<file path="config.mk">
export PLATFORM = sky130hd
export DESIGN_NAME = ifid_skid_reg
export DESIGN_NICKNAME = d
export VERILOG_FILES = /design/src/rtl/ifid_skid_reg.sv
export SDC_FILE = /design/constraint.sdc
export NUM_CORES = 1
export LEC_CHECK = 0
export BUFFER_PORTS_ARGS = -buffer_cell sky130_fd_sc_hd__buf_2
export CAP_MARGIN = 20
export CORE_MARGIN = 1.5
export CORE_UTILIZATION = 57
export CTS_CLUSTER_DIAMETER = 50
export CTS_CLUSTER_SIZE = 28
export DETAILED_ROUTE_END_ITERATION = 10
export PLACE_DENSITY = 0.84
export REMOVE_ABC_BUFFERS = 1
export SYNTH_ARGS = -nofsm -noshare
export SYNTH_HDL_FRONTEND = slang
export SYNTH_SLANG_ARGS = --single-unit
</file>
<file path="constraint.sdc">
create_clock -name clk -period 3.55 [get_ports clk]
set_input_delay 0.1775 -clock clk [delete_from_list [all_inputs] [get_ports clk]]
set_output_delay 0.1775 -clock clk [all_outputs]
set_load 0.1 [all_outputs]
</file>
<file path="src/rtl/ifid_skid_reg.sv">
// Fetch-to-decode valid/ready pipeline register with a one-entry skid buffer and synchronous flush.
// Optional stall counter output enabled by defining IFID_STALL_CNT_EN.
module ifid_skid_reg #(
    parameter int                 DATA_W   = 32,
    parameter logic [DATA_W-1:0]  NOP_WORD = '0
) (
    input  logic              clk,
    input  logic              rst_n,
    input  logic              flush,
    input  logic              in_valid,
    output logic              in_ready,
    input  logic [DATA_W-1:0] in_pc,
    input  logic [DATA_W-1:0] in_instr,
    output logic              out_valid,
    input  logic              out_ready,
    output logic [DATA_W-1:0] out_pc,
    output logic [DATA_W-1:0] out_instr
`ifdef IFID_STALL_CNT_EN
    ,
    output logic [31:0]       stall_cnt
`endif
);

    // Encoding is {s_valid, m_valid}; 2'b10 cannot be reached.
    typedef enum logic [1:0] {
        EMPTY = 2'b00,
        ONE   = 2'b01,
        FULL  = 2'b11
    } state_t;

    state_t              state_reg, state_next;
    logic                in_ready_reg;
    logic [DATA_W-1:0]   m_pc_reg, m_instr_reg;
    logic [DATA_W-1:0]   s_pc_reg, s_instr_reg;

    logic in_fire, out_fire, m_valid;
    logic load_main_in, load_main_skid, load_skid;

    assign m_valid  = state_reg[0];
    assign in_fire  = in_valid & in_ready_reg;
    assign out_fire = m_valid & out_ready;

    always_comb begin
        state_next     = state_reg;
        load_main_in   = 1'b0;
        load_main_skid = 1'b0;
        load_skid      = 1'b0;
        case (state_reg)
            EMPTY: begin
                if (in_fire) begin
                    load_main_in = 1'b1;
                    state_next   = ONE;
                end
            end
            ONE: begin
                if (in_fire && out_fire) begin
                    load_main_in = 1'b1;
                end else if (in_fire) begin
                    load_skid  = 1'b1;
                    state_next = FULL;
                end else if (out_fire) begin
                    state_next = EMPTY;
                end
            end
            FULL: begin
                if (out_fire) begin
                    load_main_skid = 1'b1;
                    state_next     = ONE;
                end
            end
            default: state_next = EMPTY;
        endcase
        // Flush drops the valid bits only; payload registers keep their contents.
        if (flush) begin
            state_next     = EMPTY;
            load_main_in   = 1'b0;
            load_main_skid = 1'b0;
            load_skid      = 1'b0;
        end
    end

    always_ff @(posedge clk or negedge rst_n) begin
        if (!rst_n) begin
            state_reg    <= EMPTY;
            in_ready_reg <= 1'b1;
        end else begin
            state_reg    <= state_next;
            in_ready_reg <= (state_next != FULL);
        end
    end

    always_ff @(posedge clk or negedge rst_n) begin
        if (!rst_n) begin
            m_pc_reg    <= '0;
            m_instr_reg <= '0;
            s_pc_reg    <= '0;
            s_instr_reg <= '0;
        end else begin
            if (load_main_in) begin
                m_pc_reg    <= in_pc;
                m_instr_reg <= in_instr;
            end else if (load_main_skid) begin
                m_pc_reg    <= s_pc_reg;
                m_instr_reg <= s_instr_reg;
            end
            if (load_skid) begin
                s_pc_reg    <= in_pc;
                s_instr_reg <= in_instr;
            end
        end
    end

    assign in_ready  = in_ready_reg;
    assign out_valid = m_valid;
    assign out_pc    = m_pc_reg;
    assign out_instr = m_valid ? m_instr_reg : NOP_WORD;

`ifdef IFID_STALL_CNT_EN
    logic [31:0] stall_cnt_reg;

    // Counts fetch back-pressure cycles; only reset clears it, never flush.
    always_ff @(posedge clk or negedge rst_n) begin
        if (!rst_n) begin
            stall_cnt_reg <= '0;
        end else if (in_valid && !in_ready_reg) begin
            stall_cnt_reg <= stall_cnt_reg + 32'd1;
        end
    end

    assign stall_cnt = stall_cnt_reg;
`endif

endmodule

</file>
==> results.sh, run 1 <==
export IMPL_place_detailed_hpwl_um=7570
export IMPL_viasPerCell=5.54
export IMPL_fp_dieArea_mm2=0.0105
export IMPL_drv_cap=0
export IMPL_p_int_mw=3.29
export IMPL_top_usage_layer="met2"
export IMPL_final_common_cell="buf_2"
export IMPL_port_buffers=134
export IMPL_grt_pass1_wl_um=21000
export IMPL_fill_cells=603
export IMPL_path_max_fanout=64
export IMPL_min_period_ns=2.61
export IMPL_cts_htree_levels=4
export IMPL_diodes=0
export IMPL_initial_core_util_pct=58.0
export IMPL_grt_use_met1_pct=35.3
export IMPL_first_global_vias=4192
export IMPL_finalSetupViolations=0
export IMPL_grt_overflow=0
export IMPL_drc=0
export IMPL_drive_gt1_share_pct=38.9
export IMPL_cts_tree="yes"
export IMPL_ir_worst_vdd_mv=0.378
export IMPL_rows=36
export IMPL_path_clk_slew_ns=0.06
export IMPL_critical_path_class="reg2reg"
export IMPL_combPwrFrac_pct=26.2
export IMPL_end_kind="register"
export IMPL_synth_edff_count=0
export IMPL_synthCells=398
export IMPL_met3_usage_pct=5.95
export IMPL_hold_path_class="in2reg"
export IMPL_arrival_ns=2.99
export IMPL_critPathLaunchType="register"
export IMPL_via_count=4080
export IMPL_wl_per_cell_um=18.2
export IMPL_synth_ff_type="dfrtp_1"
export IMPL_whs_ns=0.0974
export IMPL_areaGrowthSynthToFinish_pct=33.5
export IMPL_slew_headroom_pct=35.5
export IMPL_status="finished, final reports clean"
export IMPL_final_nets=663
export IMPL_io_pins=135
export IMPL_max_freq_mhz=383
export IMPL_rsz0062_at_grt="no"
export IMPL_grtUsageTotal_pct=26.6
export IMPL_finClkSkew_ns=0.00788
export IMPL_detail_route_iter0_violations=193
export IMPL_ant_nets=0
export IMPL_routed_wl_um=13400
export IMPL_seqPwrFrac_pct=40.0
export IMPL_async_flop_share_pct=100
export IMPL_ys_ff_latch=131
export IMPL_most_common_layout_cells="buf_2 (133), dfrtp_1 (130), and2_1 (94)"
export IMPL_dieHeight_um=102
export IMPL_cts_path_max_buffers=2
export IMPL_fin_tns_setup_ns=0
export IMPL_cts_resized=0
export IMPL_core_mm2=0.00968
export IMPL_p_per_area_mw_per_mm2=660
export IMPL_cts_sinks=131
export IMPL_chipWidth_um=102
export IMPL_synth_seq_area_share_pct=58.4
export IMPL_gp_congestion=0.729
export IMPL_swShare_pct=33.6
export IMPL_grt_max_degree=70
export IMPL_p_leak_nw=3.64
export IMPL_yosys_warnings=0
export IMPL_syn_area_per_cell_um2=14.1
export IMPL_power_switching_mw=1.66
export IMPL_root_buffer="clkbuf_8"
export IMPL_hold_viol_final=0
export IMPL_cts_made_buffers=17
export IMPL_clock_latency_ns=0.51
export IMPL_syn_area_mm2=0.00561
export IMPL_maxSlewViolCount=0
export IMPL_period_share_pct=73.5
export IMPL_total_power_mw=4.95
export IMPL_worstMarginPinSlew_ns=0.968
export IMPL_antenna_found_initial=0
export IMPL_cp_data_required_time_ns=3.93
export IMPL_met2_usage_pct=42.9
export IMPL_yosysUniqueCellTypes=22
export IMPL_pwr_share_clk_pct=33.8
export IMPL_drt_pass1_iter_count=4
[synth_stat cells, types with 2 or more instances]
cell      instances  area (um2)
a21oi_1           2        10.0
a221o_1          60         601
a221o_2           2        22.5
and2_1           94         588
buf_2             7        35.0
buf_6             8        90.1
buf_8             6        90.1
clkbuf_1          9        33.8
dfrtp_1         130        3250
inv_1             2        7.51
mux2_1            9         101
mux2_2           59         664
[area by class of cell]
cell class | instances | area, um2 | share of cell area [%]
repair buffers | 207 | 1390 | 18.5
inverters | 2 | 7.51 | 0.100
well taps | 133 | 166 | 2.22
flip-flops and latches | 131 | 3280 | 43.8
clock buffers | 24 | 490 | 6.55
multi-input cells | 235 | 2090 | 27.8
clock inverters | 5 | 75.1 | 1.00
[worst max-delay path, cell delays in order, from the launching register on]
cell and delay [ns]:
dfrtp_1 0.81, buf_4 0.30, nand3_4 0.71, mux2_1 0.64
[what timing repair did]
item                                   CTS  global route
buffers inserted                         0             0
endpoints found under the hold margin  197             0
hold buffers                            67             0
[cell families after synthesis]
family          Yosys count  share of synthesized area (%)
buf+inv                  32                           4.57
compound gates           66                           11.5
flops                   131                           58.4
mux                      68                           13.6
simple gates            101                           11.9
[path summary, 6_finish.rpt]
check                      slack (ns)               to  cells past startpoint         start
max                              0.94  s_instr_reg[25]                      3  state_reg[0]
min                               0.1         in_ready                      3      in_valid
max reg2reg                      0.94  s_instr_reg[25]                      3  state_reg[0]
min reg2reg                      0.49     s_pc_reg[22]                      1  s_pc_reg[22]
max in group asynchronous        2.22       out_pc[15]                      3         rst_n
min in group asynchronous        0.32  m_instr_reg[16]                      2         rst_n
[per-stage QoR]
step                cells  cell area [um2]  setup WS (ns)  utilization (%)
floorplan             368             5370          0.224                -
global placement      641             6260           1.03             64.6
detailed placement    641             6260          0.940             64.6
CTS                   737             7490          0.916             77.4
global route          737             7490          0.764             77.4
finish                737             7490          0.941             77.4
[power groups by stage]
stage / clock (mW) / combinational, mW / sequential, mW
2_1_floorplan: 0 / 0.529 / 2.41
3_3_place_gp: 0 / 1.21 / 1.97
3_5_place_dp: 0 / 1.24 / 1.99
4_1_cts: 1.69 / 1.30 / 1.97
5_1_grt: 1.76 / 1.36 / 2.02
6_report: 1.67 / 1.30 / 1.98
[layer usage]
metal | vias to the layer above | share of wire [%]
li1 | 1844 | -
met3 | 16 | 5.0
met5 | - | 0
met4 | 0 | 1.3
met2 | 155 | 50
met1 | 2065 | 44
No activity file was read; power rests on OpenSTA's default activity.
==> run 2, diff against run 1 <==
--- a/config.mk
+++ b/config.mk
@@ -5,14 +5,15 @@
 export SDC_FILE = /design/constraint.sdc
 export NUM_CORES = 1
 export LEC_CHECK = 0
+export ABC_AREA = 1
 export BUFFER_PORTS_ARGS = -buffer_cell sky130_fd_sc_hd__buf_2
 export CAP_MARGIN = 20
 export CORE_MARGIN = 1.5
-export CORE_UTILIZATION = 57
+export CORE_UTILIZATION = 54
 export CTS_CLUSTER_DIAMETER = 50
 export CTS_CLUSTER_SIZE = 28
 export DETAILED_ROUTE_END_ITERATION = 10
-export PLACE_DENSITY = 0.84
+export PLACE_DENSITY = 0.8
 export REMOVE_ABC_BUFFERS = 1
 export SYNTH_ARGS = -nofsm -noshare
 export SYNTH_HDL_FRONTEND = slang
==> constraint.sdc (replaced) <==
create_clock -name clk -period 2.45 [get_ports clk]
set_input_delay 0.1225 -clock clk [delete_from_list [all_inputs] [get_ports clk]]
set_output_delay 0.1225 -clock clk [all_outputs]
set_load 0.1 [all_outputs]
==> run 2 against run 1 <==
Compared with the run above: setup slack got worse by 0.65 ns; via count grew 27%; flip-flop and latch count is the same; largest power group unchanged; final cell count grew 42%; synthesized cell count up 78%; clock-buffer cell count fell by 2; non-clock buffer count is 5 higher; critical endpoint is now out_instr[17]; highest routed layer unchanged.
==> results.sh, run 2 <==
export IMPL_fill_cells=734
export IMPL_cts_resized=0
export IMPL_p_leak_nw=4.57
export IMPL_cts_sinks=131
export IMPL_syn_area_per_cell_um2=8.32
export IMPL_synth_most_common_cell="nand2_1"
export IMPL_cts_made_buffers=17
export IMPL_synth_edff_count=0
export IMPL_maxSlewViolCount=0
export IMPL_initial_core_util_pct=56.2
export IMPL_max_freq_mhz=462
export IMPL_ys_ff_latch=131
export IMPL_total_power_mw=7.00
export IMPL_ant_nets=0
export IMPL_rsz0062_at_grt="no"
export IMPL_cts_htree_levels=4
export IMPL_grt_overflow=0
export IMPL_most_common_layout_cells="nand2_1 (168), buf_2 (133), dfrtp_1 (130)"
export IMPL_finClkSkew_ns=0.00726
export IMPL_synth_seq_area_share_pct=55.8
export IMPL_crit_start="state_reg[0]"
export IMPL_fin_cells=1045
export IMPL_yosys_warnings=0
export IMPL_routed_wl_um=13900
export IMPL_arrival_ns=2.04
export IMPL_viasPerCell=4.96
export IMPL_cp_top_family="buffers and inverters"
export IMPL_synthTopCellsByArea="dfrtp_1 (55%), nand2_1 (11%), a21oi_1 (11%), nor2_1 (8.0%), inv_1 (6.4%)"
export IMPL_hold_viol_final=0
export IMPL_critPathBufInv=3
export IMPL_synthCells=707
export IMPL_synth_largest_area_cell="dfrtp_1"
export IMPL_path_max_fanout=25
export IMPL_drc=0
export IMPL_via_count=5186
export IMPL_fp_dieArea_mm2=0.0115
export IMPL_gp_congestion=0.806
export IMPL_dpl_cell_count=947
export IMPL_worstRegToRegCells=7
export IMPL_ir_worst_vdd_mv=0.763
export IMPL_period_share_pct=88.3
export IMPL_p_per_area_mw_per_mm2=911
export IMPL_grt_pass1_wl_um=23000
export IMPL_rows=37
export IMPL_status="finished, final reports clean"
export IMPL_path_clk_slew_ns=0.06
export IMPL_min_period_ns=2.16
export IMPL_cts_path_max_buffers=2
export IMPL_areaGrowthSynthToFinish_pct=30.8
export IMPL_cts_tree="yes"
export IMPL_cts_setup_buffers=0
export IMPL_wl_per_cell_um=13.3
export IMPL_syn_area_mm2=0.00588
export IMPL_drive_gt1_share_pct=19.9
export IMPL_antenna_found_initial=0
export IMPL_regToRegSetupSlack_ns=0.51
export IMPL_root_buffer="clkbuf_8"
export IMPL_detail_route_iter0_violations=318
export IMPL_drt_pass1_iter_count=7
export IMPL_synth_top_area_share_pct=55.3
export IMPL_timing_rr_end="out_pc[12]"
export IMPL_cp_slowest_cell="dfrtp_1"
export IMPL_critPathLaunchType="register"
export IMPL_hold_path_class="in2async"
export IMPL_slew_headroom_pct=52.7
export IMPL_place_detailed_hpwl_um=8160
export IMPL_cp_data_required_time_ns=2.33
export IMPL_critical_path_class="reg2out"
export IMPL_synth_ff_type="dfrtp_1"
export IMPL_grtUsageTotal_pct=25.5
export IMPL_chipWidth_um=107
export IMPL_final_common_cell="nand2_1"
export IMPL_synthTopCellsByCount="nand2_1 (169), dfrtp_1 (130), nor2_1 (126)"
export IMPL_endpoint="out_instr[17]"
export IMPL_regToRegStartpoint="state_reg[0]"
export IMPL_final_nets=969
export IMPL_yosysUniqueCellTypes=18
export IMPL_first_global_vias=5103
export IMPL_io_pins=135
export IMPL_cp_depth=4
export IMPL_core_mm2=0.0105
export IMPL_grt_max_degree=129
export IMPL_port_buffers=134
export IMPL_drv_cap=0
export IMPL_path_cells="buf_4, nand2_1, inv_1, buf_2"
export IMPL_worstMarginPinSlew_ns=0.709
export IMPL_async_flop_share_pct=100
export IMPL_cp_slowest_stage_delay_ns=0.56
export IMPL_diodes=0
export IMPL_clock_latency_ns=0.51
export IMPL_end_kind="output port"
export IMPL_finalSetupViolations=0
export IMPL_dieHeight_um=107
==> run 2: power breakdown <==
group	internal (mW)	switching (mW)
clock	1.39	0.839
sequential	2.61	0.179
combinational	0.441	1.55
total	4.44	2.56
==> run 2: worst min-delay path by stage <==
stage	to	cells past startpoint
final	out_pc[5]	2
after global routing	out_pc[5]	2
after CTS	out_pc[5]	2
after detailed placement	out_pc[5]	1
after global placement	out_pc[5]	1
after floorplan	m_instr_reg[0]	0
==> run 2: kinds of logic (layout without fill, tap and decap cells) <==
family	after synthesis	after routing	share of synthesized area, %
and+or+nand+nor	307	307	20.6
AOI/OAI and AO/OA	127	127	10.8
buffers and inverters	142	344	12.8
DFF	131	131	55.8
==> run 2: final cells by class <==
cell class / count / area (um2) / share of cell area, %
Tap cell: 136 / 170 / 2.21
Timing Repair Buffer: 212 / 1470 / 19.1
Inverter: 104 / 390 / 5.08
Sequential cell: 131 / 3280 / 42.7
Clock buffer: 22 / 463 / 6.02
Clock inverter: 6 / 57.6 / 0.749
Multi-Input combinational cell: 434 / 1860 / 24.1
==> run 2: routing by layer <==
layer / vias to the layer above / track usage, % / share of wire (%)
met3: 24 / 5.27 / 6.5
li1: 2525 / - / -
met5: - / 0 / 0
met1: 2425 / 32.5 / 43
met4: 0 / 10.6 / 1.7
met2: 212 / 42.6 / 49
==> run 2: stage by stage <==
step	setup TNS, ns	area, um2	hold slack (ns)	utilization, %	setup WS (ns)
final	0	7690	0.184	73.5	0.286
after global routing	0	7690	0.212	73.5	0.139
after CTS	0	7690	0.191	73.5	0.268
after detailed placement	0	6470	0.197	61.8	0.552
after global placement	0	6470	0.177	61.8	0.705
after floorplan	-117.04	5520	-0.173	-	-1.40
==> run 2: worst reg2reg max path, cell delays in order (launching register included) <==
cell	delay, ns
dfrtp_1	0.51
nand2_1	0.17
inv_2	0.06
nand2_2	0.08
buf_4	0.58
nor2_1	0.15
a21oi_1	0.19
nand2_1	0.08
==> run 2: repair_timing <==
item | 4_1_cts | 5_1_grt
endpoints found under the setup margin | 0 | 0
hold buffers | 70 | 0
endpoints found under the hold margin | 177 | 0
==> run 3, diff against run 2 <==
--- a/config.mk
+++ b/config.mk
@@ -13,7 +13,8 @@
 export CTS_CLUSTER_DIAMETER = 50
 export CTS_CLUSTER_SIZE = 28
 export DETAILED_ROUTE_END_ITERATION = 10
-export PLACE_DENSITY = 0.8
+export PLACE_DENSITY = 0.87
+export RECOVER_POWER = 25
 export REMOVE_ABC_BUFFERS = 1
 export SYNTH_ARGS = -nofsm -noshare
 export SYNTH_HDL_FRONTEND = slang
==> run 3 against run 2 <==
Compared with the run above: largest power group unchanged; non-clock buffer count up 1; core utilization up 0.90 points; critical path depth up 3; final cell count up 0.48%; register-to-register slack about the same; sequential power about the same.
==> results.sh, run 3 (synthesis gave the netlist of run 2 again) <==
export IMPL_grt_overflow=0
export IMPL_grt_pass1_wl_um=23700
export IMPL_most_common_layout_cells="nand2_1 (168), buf_2 (133), dfrtp_1 (130)"
export IMPL_arrival_ns=2.38
export IMPL_fin_cells=1050
export IMPL_whs_path_depth=4
export IMPL_dpl_cell_count=949
export IMPL_wl_per_cell_um=13.7
export IMPL_rsz0062_at_grt="no"
export IMPL_antenna_found_initial=0
export IMPL_io_pins=135
export IMPL_critPathLaunchType="register"
export IMPL_chipWidth_um=107
export IMPL_core_mm2=0.0105
export IMPL_grtUsageTotal_pct=26.2
export IMPL_root_buffer="clkbuf_8"
export IMPL_final_nets=970
export IMPL_finClkSkew_ns=0.0107
export IMPL_total_power_mw=7.42
export IMPL_diodes=0
export IMPL_cts_sinks=131
export IMPL_p_leak_nw=4.61
export IMPL_routed_wl_um=14400
export IMPL_drt_pass1_iter_count=7
export IMPL_maxSlewViolCount=0
export IMPL_cts_resized=0
export IMPL_drive_gt1_share_pct=20.5
export IMPL_first_global_vias=5161
export IMPL_ir_worst_vdd_mv=0.607
export IMPL_cp_data_required_time_ns=2.89
export IMPL_min_period_ns=1.94
export IMPL_cts_htree_levels=4
export IMPL_fp_dieArea_mm2=0.0115
export IMPL_rows=37
export IMPL_worstMarginPinSlew_ns=1.16
export IMPL_worstRegToRegCells=7
export IMPL_place_detailed_hpwl_um=7900
export IMPL_via_count=5187
export IMPL_gp_congestion=0.731
export IMPL_end_kind="register"
export IMPL_slew_headroom_pct=22.5
export IMPL_final_common_cell="nand2_1"
export IMPL_path_max_fanout=64
export IMPL_cts_tree="yes"
export IMPL_dieHeight_um=107
export IMPL_hold_viol_final=0
export IMPL_status="finished, final reports clean"
export IMPL_initial_core_util_pct=56.2
export IMPL_p_per_area_mw_per_mm2=953
export IMPL_detail_route_iter0_violations=357
export IMPL_port_buffers=134
export IMPL_cts_made_buffers=17
export IMPL_drc=0
export IMPL_period_share_pct=79.3
export IMPL_max_freq_mhz=515
export IMPL_path_clk_slew_ns=0.06
export IMPL_cts_path_max_buffers=2
export IMPL_viasPerCell=4.94
export IMPL_areaGrowthSynthToFinish_pct=32.4
export IMPL_critical_path_class="reg2reg"
export IMPL_clock_latency_ns=0.50
export IMPL_ant_nets=0
export IMPL_grt_max_degree=65
export IMPL_finalSetupViolations=0
export IMPL_drv_cap=0
export IMPL_hold_path_class="in2reg"
run 3: changes by cell type in the layout (fill, tap and decap cells not counted), sizes merged:
cell / before / now
inv: 104 / 106
buf: 142 / 143
bufinv: 1 / 4
dlygate4sd3: 70 / 69
clkinv: 4 / 3
clkinvlp: 1 / 2
run 3: layer usage:
layer  share of wire [%]  routed length (um)  global-route usage [%]
met5                   0                   0                       0
met4                 2.2                 317                    10.1
met3                 4.4                 639                    5.63
met2                  51                7350                    45.1
met1                  42                6090                    32.3
run 3: critical path, cell delays in order, from the launching register on:
cell,delay (ns)
dfrtp_1,0.40
buf_4,0.21
nand2_4,0.10
nand2_2,0.09
nor2_8,0.13
buf_4,0.61
a21oi_1,0.21
nand2_1,0.11
run 3: report_power, final:
group          total (mW)  leakage [nW]  switching, mW  internal (mW)
clock                2.64         0.299          0.924           1.72
sequential           2.78          1.50          0.180           2.60
combinational        1.99          2.81           1.55          0.438
total                7.42          4.61           2.66           4.76
run 3: what timing repair did:
action / 4_1_cts / 5_1_grt
hold endpoints to repair: 175 / 0
hold buffers: 69 / 0
buffers inserted: 0 / 0
run 3: area by class of cell:
cell class	count	area (um2)
clock buffers	21	449
clock inverters	11	175
fillers	752	2680
inverters	104	390
multi-input cells	434	1860
flip-flops and latches	131	3280
well taps	136	170
repair buffers	213	1460
run 3: path summary, 6_finish.rpt:
check	startpoint	to	slack, ns
worst min-delay path	in_pc[11]	out_pc[11]	0.37
min in group asynchronous	rst_n	out_pc[5]	0.40
worst max-delay path	state_reg[0]	out_pc[7]	0.51
max in group asynchronous	rst_n	m_instr_reg[24]	1.06
worst max register to register	state_reg[0]	out_pc[7]	0.51
worst min register to register	out_pc[21]	out_pc[21]	0.48
run 3: stage by stage:
step	area, um2	utilization, %	TNS, ns	hold slack [ns]	setup WS [ns]
6_report	7780	74.4	0	0.375	0.508
4_1_cts	7780	74.4	0	0.189	0.591
3_5_place_dp	6470	61.8	0	0.167	0.604
5_1_grt	7780	74.4	0	0.372	0.439
2_1_floorplan	5520	-	-117.04	-0.173	-1.40
3_3_place_gp	6470	61.8	0	0.164	0.647
